`config.mk`:
```
export PLATFORM = sky130hd
export DESIGN_NAME = mem_arbiter
export DESIGN_NICKNAME = d
export VERILOG_FILES = /design/src/rtl/mem_arbiter.sv
export SDC_FILE = /design/constraint.sdc
export NUM_CORES = 1
export LEC_CHECK = 0
export CORE_AREA = 2 2 106 108
export CTS_BUF_LIST = sky130_fd_sc_hd__clkbuf_4
export DETAILED_ROUTE_END_ITERATION = 8
export DIE_AREA = 0 0 108 110
export SKIP_CTS_REPAIR_TIMING = 1
export SLEW_MARGIN = 20
export SYNTH_ARGS = -nofsm -noshare
export SYNTH_HDL_FRONTEND = slang
export SYNTH_SLANG_ARGS = --single-unit
```
`constraint.sdc`:
```
create_clock -name clk -period 1.5 [get_ports clk]
set_input_delay 0.3 -clock clk [delete_from_list [all_inputs] [get_ports clk]]
set_output_delay 0.3 -clock clk [all_outputs]
set_load 0.005 [all_outputs]
```
`src/rtl/mem_arbiter.sv`:
```
// Single-port memory arbiter between instruction fetch (IF) and load/store (DM).
// Fixed DM priority with an anti-starvation counter that forces an IF grant.
module mem_arbiter #(
  parameter int unsigned DATA_WIDTH = 32,
  parameter int unsigned MAX_WAIT   = 4
) (
  input  logic                  clk,
  input  logic                  arst_n,
  input  logic                  if_req,
  input  logic [DATA_WIDTH-1:0] if_addr,
  output logic                  if_gnt,
  output logic                  if_rvalid,
  output logic [DATA_WIDTH-1:0] if_rdata,
  input  logic                  dm_req,
  input  logic                  dm_we,
  input  logic [DATA_WIDTH-1:0] dm_addr,
  input  logic [DATA_WIDTH-1:0] dm_wdata,
  input  logic [3:0]            dm_be,
  output logic                  dm_gnt,
  output logic                  dm_rvalid,
  output logic [DATA_WIDTH-1:0] dm_rdata,
  output logic                  mem_en,
  output logic                  mem_write_en,
  output logic [DATA_WIDTH-1:0] mem_addr,
  output logic [DATA_WIDTH-1:0] mem_data_in,
  output logic [3:0]            mem_byte_en,
  input  logic [DATA_WIDTH-1:0] mem_data_out
);

  localparam int unsigned WW = $clog2(MAX_WAIT + 1);

  typedef enum logic {PRIO_DM, PRIO_IF} prio_e;
  typedef enum logic [1:0] {OWN_NONE, OWN_IF, OWN_DM} owner_e;

  prio_e          prio_q, prio_d;
  owner_e         owner_q, owner_d;
  logic [WW-1:0]  wait_q, wait_d;
  logic           if_win, dm_win;

  // Grants are gated by reset so the bus is silent while arst_n is low.
  always_comb begin
    if_win = 1'b0;
    dm_win = 1'b0;
    if (arst_n) begin
      if (if_req && dm_req) begin
        if (prio_q == PRIO_IF) if_win = 1'b1;
        else                   dm_win = 1'b1;
      end else begin
        if_win = if_req;
        dm_win = dm_req;
      end
    end
  end

  assign if_gnt = if_win;
  assign dm_gnt = dm_win;

  always_comb begin
    mem_en       = 1'b0;
    mem_write_en = 1'b0;
    mem_addr     = '0;
    mem_data_in  = '0;
    mem_byte_en  = '0;
    if (if_win) begin
      mem_en      = 1'b1;
      mem_addr    = if_addr;
      mem_byte_en = 4'hF;
    end else if (dm_win) begin
      mem_en       = 1'b1;
      mem_write_en = dm_we;
      mem_addr     = dm_addr;
      mem_data_in  = dm_wdata;
      mem_byte_en  = dm_we ? dm_be : 4'hF;
    end
  end

  always_comb begin
    wait_d  = wait_q;
    prio_d  = prio_q;
    owner_d = OWN_NONE;

    if (if_win || !if_req)              wait_d = '0;
    else if (wait_q != WW'(MAX_WAIT))   wait_d = wait_q + 1'b1;

    // Switch on the denial that makes the count reach MAX_WAIT, so IF wins the very next cycle.
    case (prio_q)
      PRIO_DM: if (if_req && !if_win && (wait_d == WW'(MAX_WAIT))) prio_d = PRIO_IF;
      PRIO_IF: if (if_win) prio_d = PRIO_DM;
      default: prio_d = PRIO_DM;
    endcase

    if (if_win)                owner_d = OWN_IF;
    else if (dm_win && !dm_we) owner_d = OWN_DM;
  end

  always_ff @(posedge clk or negedge arst_n) begin
    if (!arst_n) begin
      prio_q  <= PRIO_DM;
      owner_q <= OWN_NONE;
      wait_q  <= '0;
    end else begin
      prio_q  <= prio_d;
      owner_q <= owner_d;
      wait_q  <= wait_d;
    end
  end

  assign if_rvalid = (owner_q == OWN_IF);
  assign dm_rvalid = (owner_q == OWN_DM);
  assign if_rdata  = if_rvalid ? mem_data_out : '0;
  assign dm_rdata  = dm_rvalid ? mem_data_out : '0;

endmodule

```
==> results of run 1 <==
registers in the layout, summed over array words and instances (netlist names):
name     cells
wait_q       3
owner_q      2
prio_q       1
layout make-up:
class | instances | area (um^2)
inverters | 9 | 48.8
repair inverters | 3 | 33.8
clock buffers | 3 | 22.5
fillers | 991 | 5440
multi-input cells | 155 | 1290
flip-flops and latches | 6 | 150
well taps | 140 | 175
repair buffers | 359 | 3540
metal layers:
| layer | track usage | part of all wire | vias to the layer above |
|---|---|---|---|
| li1 | - | - | 1337 |
| met1 | 0.131 | 0.36 | 1239 |
| met2 | 0.239 | 0.55 | 146 |
| met3 | 0.0347 | 0.081 | 6 |
| met4 | 0.0275 | 0.0068 | 0 |
| met5 | 0 | 0 | - |
placed cells by master, fill, tap and decap left out, drive strengths merged, types with 2 or more instances in the layout:
cell type        n
nor2b            4
ha               2
buf            152
and2            97
and3             2
a22o            32
dlymetal6s2s    17
nand2            3
o21ai            2
clkinv           2
a31oi            5
inv             10
clkbuf          60
dfrtp            6
clkdlybuf4s50  133
worst paths after layout:
path / start / endpoint / depth (start not counted)
worst max-delay path: prio_q$_DFF_PN0_ / mem_data_in[7] / 9
worst min-delay path: arst_n / wait_q[2]$_DFF_PN0_ / 3
worst max register to register: prio_q$_DFF_PN0_ / prio_q$_DFF_PN0_ / 7
worst min register to register: wait_q[0]$_DFF_PN0_ / prio_q$_DFF_PN0_ / 2
max in group asynchronous: arst_n / owner_q[0]$_DFF_PN0_ / 3
min in group clk: if_req / wait_q[1]$_DFF_PN0_ / 3
worst reg2reg max path: cells and delay by family (launching register included):
family          cells  cell delay (ps)
buf+inv             5              640
flops               1              400
compound gates      2              380
cell families after synthesis:
kind of cell	Yosys count
buffers and inverters	25
flip-flops	6
XOR/XNOR	1
AND/OR/NAND/NOR	109
AO/OA/AOI/OAI	43
adder cells (fa/ha/maj)	2
per-stage QoR:
| step | hold WS, ps | setup TNS (ps) |
|---|---|---|
| floorplan | 4.41 | 0 |
| global placement | 614 | -70710 |
| detailed placement | 613 | -70750 |
| CTS | 406 | -88210 |
| global route | 85.6 | -53430 |
| finish | 91.3 | -43450 |
where the power goes:
group          switching [mW]  total (mW)  internal [mW]
combinational           0.380        1.22          0.842
clock                  0.0616       0.152         0.0907
sequential            0.00941       0.182          0.173
==> out/qor.yml, run 1 <==
outcome:
  status: "complete, but fails checks"
  violations: "setup timing"
floorplanning:
  rows: 38
  start_util: 0.131
  core_mm2: 0.0107
  io_pins: 275
  die_h_um: 110
  die_w_um: 108
  die-area_mm2: 0.0119
place:
  dp.final_hpwl_um: 7170
  gp_congestion: 0.732
  dp_slack_ps: -859
  placed_cells: 600
  post_dp_cell_area_mm2: 0.00434
  port_buffers: 274
yosys:
  synth_cells: 186
  syn-cell-area_mm2: 0.00140
  synth.area.mux_share: 0
  synthSimpleGateAreaFrac: 0.487
  synth_seq_area_share: 0.107
  yosysUniqueCellTypes: 26
  synth_ff_type: "dfrtp_1"
  ys_warn_count: 0
  synth_compound_area_frac: 0.266
  synth_edf_count: 0
  yosys.area.top_type_share: 0.434
  yosysTopAreaCell: "and2_1"
  synth_fa_ha_area_frac: 0.0179
  yosys-top-cells-area: "and2_1 (43%), a22o_1 (20%), dfrtp_1 (11%), a31oi_1 (2.2%), buf_8 (2.1%)"
  yosysMostFrequentCell: "and2_1"
  synth_nets: 325
  ys_ff_latch: 6
  async_flop_share: 1.00
  synth_xor_area_frac: 0.00626
  syn_avg_cell_area_um2: 7.52
  ys_top_cells_by_count: "and2_1 (97), a22o_1 (32), inv_1 (8)"
  synth_top_family_by_area: "simple AND/OR/NAND/NOR gates"
setup_path:
  endpoint_kind: "output pin"
  critical-path-max-stage-delay_ps: 400
  cp_max_fo: 5
  cpMostUsedCell: "buf_6"
  worstSetupPathType: "register to output pin"
  rrSetupSlack_ps: -20
  critical-path-top-delay-family: "buffers and inverters"
  crit_chain: "buf_6 -> a21oi_4 -> buf_12 -> buf_8 -> clkbuf_16 -> buf_6 -> buf_6 -> and2_4 -> buf_6"
  cp.arrival_ps: 1700
  worst_ep_required_time_ps: 1200
  critPathBufInv: 7
  start_kind: "register"
  cp_slowest_cell: "dfrtp_1"
sta:
  setup_viol: 137
  finalMaxSlewViolations: 0
  relSlewSlack: 0.853
  fin_crit_ps: 2000
  max_freq_mhz: 500
  rsz0062_at_grt: "true"
  final_hold_viol_count: 0
  setup_ws_ps: -499
  finalCritPeriodShare: 1.33
  clock_skew_ps: 7.03
  worst_pin_slew_ps: 219
clocking:
  htreeDepth: 1
  cts_buffers: 3
  clock-root-buffer: "clkbuf_4"
  clock-sinks: 6
  clockBufferDepth: 2
  clkSlewWorstSetupHoldPaths_ps: 50
  worstSkewPairLatency_ps: 250
  cts_tree: "built"
routing:
  drtAntennaViolNets: 0
  dr.pass1.iters: 4
  routed-via-count: 2728
  via_per_inst: 4.04
  drc: 0
  wl_per_cell_um: 16.0
  drt_iter0_drc: 100
  routed_wl_um: 10800
grt:
  grt_pass1_wl_um: 11600
  grt_antenna_before_repair: 0
  grt_overflow: 0
  grt_pass1_vias: 2360
  grt_max_degree: 57
  grt_usage: 0.123
min_path:
  hold_class: "primary input to asynchronous set/reset pin"
final_layout:
  nets: 676
  drive_gt1_frac: 0.544
  final-instance-count-excl-fill: 675
  post-route-cell-area_mm2: 0.00526
  utilization: 0.492
  area_delta_synth_final_pct: 276
  insertedDiodeCount: 0
pwr:
  peakVddDrop_uv: 155
  p_per_area_mw_per_mm2: 296
  totalPowerFinal_mw: 1.56
  power.leakage_nw: 2.78
flow_run:
  max-cap-violations: 0
Note: power is estimated with default switching activity, not from simulation.
==> run 2, diff against run 1 <==
--- a/config.mk
+++ b/config.mk
@@ -6,7 +6,7 @@
 export NUM_CORES = 1
 export LEC_CHECK = 0
 export CORE_AREA = 2 2 106 108
-export CTS_BUF_LIST = sky130_fd_sc_hd__clkbuf_4
+export CTS_BUF_LIST = sky130_fd_sc_hd__clkbuf_4 sky130_fd_sc_hd__clkbuf_8
 export DETAILED_ROUTE_END_ITERATION = 8
 export DIE_AREA = 0 0 108 110
 export SKIP_CTS_REPAIR_TIMING = 1
==> out/qor.yml, run 2 (synthesis gave the netlist of run 1 again) <==
sta:
  clock_skew_ps: 2.13  # -4.90 ps
  final_hold_viol_count: 0  # unchanged
  fin_crit_ps: 1980  # -22.6 ps
  finalMaxSlewViolations: 0  # unchanged
  setup_ws_ps: -476  # +22.6 ps
  fin_hold_ws_ps: 117  # +25.6 ps
  max_freq_mhz: 506  # +1.1%
  rsz0062_at_grt: "true"
  relSlewSlack: 0.853  # about the same
  worst_pin_slew_ps: 219  # +0.120 ps
  finalCritPeriodShare: 1.32  # -0.0151
  setup_viol: 136  # -0.73%
grt:
  grt_max_degree: 57  # unchanged
  grt_pass1_vias: 2367  # +0.30%
  grt_usage: 0.123  # +0.000743
  grt_overflow: 0  # unchanged
  grt_antenna_before_repair: 0  # unchanged
  grt_pass1_wl_um: 11600  # about the same
setup_path:
  worstSetupPathType: "register to output pin"
  r2r_cells: 7  # unchanged
  start_kind: "register"
  cp_max_fo: 5  # unchanged
  worst_ep_required_time_ps: 1200  # about the same
  crit_chain: "buf_6 -> a21oi_4 -> buf_12 -> buf_8 -> clkbuf_16 -> buf_6 -> buf_6 -> and2_4 -> buf_6"
  cpMostUsedCell: "buf_6"
  cp_slowest_cell: "dfrtp_1"
  cp.arrival_ps: 1680  # -20 ps
  endpoint_kind: "output pin"
  critical-path-max-stage-delay_ps: 400  # about the same
place:
  post_dp_cell_area_mm2: 0.00434  # unchanged
  port_buffers: 274  # unchanged
  gp_congestion: 0.732  # unchanged
  dp.final_hpwl_um: 7170  # unchanged
  placed_cells: 600  # unchanged
floorplanning:
  die_h_um: 110  # unchanged
  die-area_mm2: 0.0119  # unchanged
  core_mm2: 0.0107  # unchanged
  io_pins: 275  # unchanged
  die_w_um: 108  # unchanged
  start_util: 0.131  # unchanged
  rows: 38  # unchanged
routing:
  via_per_inst: 4.03  # -0.29%
  routed-via-count: 2704  # -0.88%
  wl_per_cell_um: 16.1  # +0.38%
  dr.pass1.iters: 4  # unchanged
  routed_wl_um: 10800  # -0.21%
  drt_iter0_drc: 97  # -3.0%
  drtAntennaViolNets: 0  # unchanged
  drc: 0  # unchanged
final_layout:
  area_delta_synth_final_pct: 270
  multi_input_comb_area_mm2: 0.00127  # -1.5%
  fill_cells: 1006  # +1.5%
  final-instance-count-excl-fill: 671  # -0.59%
  nets: 672  # -0.59%
  layout.cells.most_common_list: "clkdlybuf4s50_1 (133), buf_6 (78), and2_4 (56), clkbuf_2 (56), and2_1 (41)"
  reg.largest.list: "wait_q: 3 flops, owner_q: 2 flops, prio_q: 1 flops"
  regArea_um2: 150  # unchanged
  insertedDiodeCount: 0  # unchanged
  utilization: 0.484  # -0.00784
  drive_gt1_frac: 0.516  # -0.0279
  final_common_cell: "clkdlybuf4s50_1"
  post-route-cell-area_mm2: 0.00518  # -1.6%
  largest-register: "wait_q"
  largest_register_ffs: 3  # unchanged
min_path:
  hold_class: "primary input to asynchronous set/reset pin"
outcome:
  status: "complete, but fails checks"
  violations: "setup timing"
clocking:
  clkSlewWorstSetupHoldPaths_ps: 40  # about the same
  htreeDepth: 1  # unchanged
  cts_tree: "built"
  clockBufferDepth: 2  # unchanged
  worstSkewPairLatency_ps: 230  # -20 ps
  clock-root-buffer: "clkbuf_8"
  cts_buffers: 3  # unchanged
  clock-sinks: 6  # unchanged
pwr:
  totalPowerFinal_mw: 1.63  # +4.4%
  power.leakage_nw: 2.82  # +1.3%
  peakVddDrop_uv: 160  # +3.1%
  p_per_area_mw_per_mm2: 314  # +6.1%
flow_run:
  max-cap-violations: 0  # unchanged
-- run 2: metal layers --
layer,track usage,vias to the layer above,wire length (um)
met3,0.0347,8,869
met4,0.0330,0,94
met1,0.130,1223,3940
met5,0,-,0
li1,-,1327,-
met2,0.239,146,5880
-- run 2: area by class of cell --
class / instances / share of cell area
timing repair inverter: 3 / 0.00653
sequential: 6 / 0.0290
timing repair buffer: 355 / 0.667
inverter: 9 / 0.00943
multi-input combinational: 155 / 0.246
clock buffer: 3 / 0.00798
tap: 140 / 0.0338
-- run 2: final timing paths --
path	from	end	slack, ps
max in group asynchronous	arst_n	owner_q[0]$_DFF_PN0_	1260
max reg2reg	prio_q$_DFF_PN0_	prio_q$_DFF_PN0_	-20
max	prio_q$_DFF_PN0_	mem_data_in[7]	-480
min	arst_n	wait_q[2]$_DFF_PN0_	120
min reg2reg	wait_q[0]$_DFF_PN0_	prio_q$_DFF_PN0_	620
min in group clk	if_req	wait_q[1]$_DFF_PN0_	550
-- run 2: power by group --
part           internal (mW)  leakage (nW)  switching, mW  total (mW)
Sequential             0.173        0.0806        0.00940       0.183
Combinational          0.822          2.71          0.374        1.20
Clock                  0.173        0.0216         0.0746       0.247
Total                   1.17          2.82          0.458        1.63
-- run 2: stage by stage --
step                      worst slack (ps)  setup TNS (ps)
after global routing                  -530          -47410
after floorplan                        139               0
final                                 -476          -39230
after global placement                -874          -70710
after detailed placement              -859          -70750
after CTS                             -868          -86570
-- run 2: worst max-delay path: cells and delay by family, from the launching register on --
kind	cells	cell delay, ps
AOI/OAI and AO/OA	1	130
buffers and inverters	7	790
DFF	1	400
and+or+nand+nor	1	130
==> run 3, diff against run 2 <==
--- a/config.mk
+++ b/config.mk
@@ -9,8 +9,10 @@
 export CTS_BUF_LIST = sky130_fd_sc_hd__clkbuf_4 sky130_fd_sc_hd__clkbuf_8
 export DETAILED_ROUTE_END_ITERATION = 8
 export DIE_AREA = 0 0 108 110
+export HOLD_SLACK_MARGIN = 0.1
 export SKIP_CTS_REPAIR_TIMING = 1
 export SLEW_MARGIN = 20
 export SYNTH_ARGS = -nofsm -noshare
 export SYNTH_HDL_FRONTEND = slang
 export SYNTH_SLANG_ARGS = --single-unit
+export TNS_END_PERCENT = 20
==> out/qor.yml, run 3 (synthesis gave the netlist of run 1 again) <==
grt:
  grt_pass1_wl_um: 11600  # unchanged
  grt_pass1_vias: 2367  # unchanged
  grt_max_degree: 57  # unchanged
  grt_antenna_before_repair: 0  # unchanged
  grt_usage: 0.123  # unchanged
  grt_overflow: 0  # unchanged
final_layout:
  nets: 655  # -2.5%
  final-instance-count-excl-fill: 654  # -2.5%
  utilization: 0.447  # -0.0371
  area_delta_synth_final_pct: 242
  insertedDiodeCount: 0  # unchanged
  final_common_cell: "clkdlybuf4s50_1"
  reg.largest.list: "wait_q: 3 flops, owner_q: 2 flops, prio_q: 1 flops"
  post-route-cell-area_mm2: 0.00478  # -7.7%
  largest-register: "wait_q"
  layout.cells.most_common_list: "clkdlybuf4s50_1 (133), and2_1 (83), clkbuf_2 (60)"
  multi_input_comb_area_mm2: 0.00116  # -8.8%
  largest_register_ffs: 3  # unchanged
  fill_cells: 1057  # +5.1%
  drive_gt1_frac: 0.387  # -0.129
  regArea_um2: 150  # unchanged
setup_path:
  worst_ep_required_time_ps: 1200  # about the same
  reg2reg_to: "prio_q$_DFF_PN0_"
  cp.arrival_ps: 1680  # about the same
  r2r_start: "prio_q$_DFF_PN0_"
  start_kind: "register"
  cp_max_fo: 5  # unchanged
  r2r_cells: 7  # unchanged
  endpoint_kind: "output pin"
  worstSetupPathType: "register to output pin"
  rrSetupSlack_ps: -10  # about the same
outcome:
  violations: "setup timing"
  status: "complete, but fails checks"
sta:
  relSlewSlack: 0.812  # -0.0410
  final_hold_viol_count: 0  # unchanged
  finalCritPeriodShare: 1.32  # +0.00165
  worst_pin_slew_ps: 282  # +62.9 ps
  setup_ws_ps: -479  # -2.48 ps
  fin_crit_ps: 1980  # +2.48 ps
  clock_skew_ps: 2.66  # +0.529 ps
  setup_viol: 137  # +0.74%
  rsz0062_at_grt: "true"
  max_freq_mhz: 505  # -0.13%
  finalMaxSlewViolations: 0  # unchanged
  fin_hold_ws_ps: 529  # +412 ps
routing:
  drc: 0  # unchanged
  dr.pass1.iters: 4  # unchanged
  routed-via-count: 2595  # -4.0%
  top_layer_used: "met4"
  m1WireLength_um: 3810  # -3.4%
  drtAntennaViolNets: 0  # unchanged
  wl_met3_um: 893  # +2.8%
  drt_iter0_drc: 107  # +10%
  met2_length_um: 5540  # -5.8%
  via_per_inst: 3.97  # -1.5%
  routed_wl_um: 10300  # -4.2%
  wl_per_cell_um: 15.8  # -1.7%
place:
  placed_cells: 600  # unchanged
  gp_congestion: 0.732  # unchanged
  port_buffers: 274  # unchanged
  dp_slack_ps: -859  # unchanged
  post_dp_cell_area_mm2: 0.00434  # unchanged
  dp.final_hpwl_um: 7170  # unchanged
min_path:
  hold_end: "wait_q[1]$_DFF_PN0_"
  whs_path_depth: 3
  hp-start: "if_req"
  hold_class: "primary input to register"
floorplanning:
  io_pins: 275  # unchanged
  rows: 38  # unchanged
  die_w_um: 108  # unchanged
  die_h_um: 110  # unchanged
  start_util: 0.131  # unchanged
  die-area_mm2: 0.0119  # unchanged
  core_mm2: 0.0107  # unchanged
pwr:
  power.switching_uw: 426  # -6.9%
  sequentialPowerShare: 0.122  # +0.010
  clkPwrFrac: 0.165  # +0.013
  netSwitchingFraction: 0.284  # +0.00257
  intPower_mw: 1.07  # -8.0%
  p_per_area_mw_per_mm2: 314  # about the same
  peakVddDrop_uv: 162  # +0.83%
  power.leakage_nw: 2.86  # +1.4%
  combinationalPowerShare: 0.713  # -0.023
clocking:
  clock-root-buffer: "clkbuf_8"
  clock-sinks: 6  # unchanged
  worstSkewPairLatency_ps: 230  # about the same
  cts_buffers: 3  # unchanged
  clockBufferDepth: 2  # unchanged
  cts_tree: "built"
  htreeDepth: 1  # unchanged
  clkSlewWorstSetupHoldPaths_ps: 40  # about the same
flow_run:
  max-cap-violations: 0  # unchanged
run 3: changes by cell type in the layout (fill, tap and decap cells not counted), sizes merged:
cell          delta
buf             -37
dlymetal6s2s    +15
clkbuf           +4
dlygate4sd3      +1
run 3: how the worst max path moves through the flow:
stage                                end  slack [ps]  depth (start not counted)              from
after floorplan             mem_addr[23]         140                          5  prio_q$_DFF_PN0_
after global placement       mem_addr[1]        -870                          6            arst_n
after detailed placement     mem_addr[1]        -860                          6            arst_n
after CTS                    mem_addr[1]        -870                          6            arst_n
after global routing      mem_data_in[7]        -540                          9  prio_q$_DFF_PN0_
final                     mem_data_in[7]        -480                          9  prio_q$_DFF_PN0_
run 3: worst max-delay path, stage by stage, from the launching register on:
cell	delay [ps]
dfrtp_1	400
buf_6	130
a21oi_4	130
buf_12	140
buf_8	110
clkbuf_16	130
buf_6	90
buf_6	100
and2_4	130
buf_6	90
run 3: metal layers:
metal,GRT usage,vias to the layer above
li1,-,1292
met1,0.130,1153
met2,0.239,142
met3,0.0347,8
met4,0.0330,0
met5,0,-
run 3: power by group through the flow:
stage	sequential (mW)	combinational [mW]	clock, mW
6_report	0.183	1.07	0.247
2_1_floorplan	0.181	0.251	0
5_1_grt	0.185	1.15	0.265
4_1_cts	0.182	0.973	0.259
3_3_place_gp	0.184	0.960	0
3_5_place_dp	0.184	0.970	0
run 3: area by class of cell:
class                           count  share of cell area
Clock buffer                        3             0.00864
Inverter                            9              0.0102
Multi-Input combinational cell    155               0.243
Sequential cell                     6              0.0314
Tap cell                          140              0.0366
Timing Repair Buffer              338               0.663
Timing Repair inverter              3             0.00707
run 3: per-stage QoR:
| stage | power, mW | setup TNS, ps |
|---|---|---|
| after CTS | 1.41 | -86570 |
| after floorplan | 0.432 | 0 |
| final | 1.50 | -33610 |
| after global routing | 1.59 | -43680 |
| after global placement | 1.14 | -70710 |
| after detailed placement | 1.15 | -70750 |
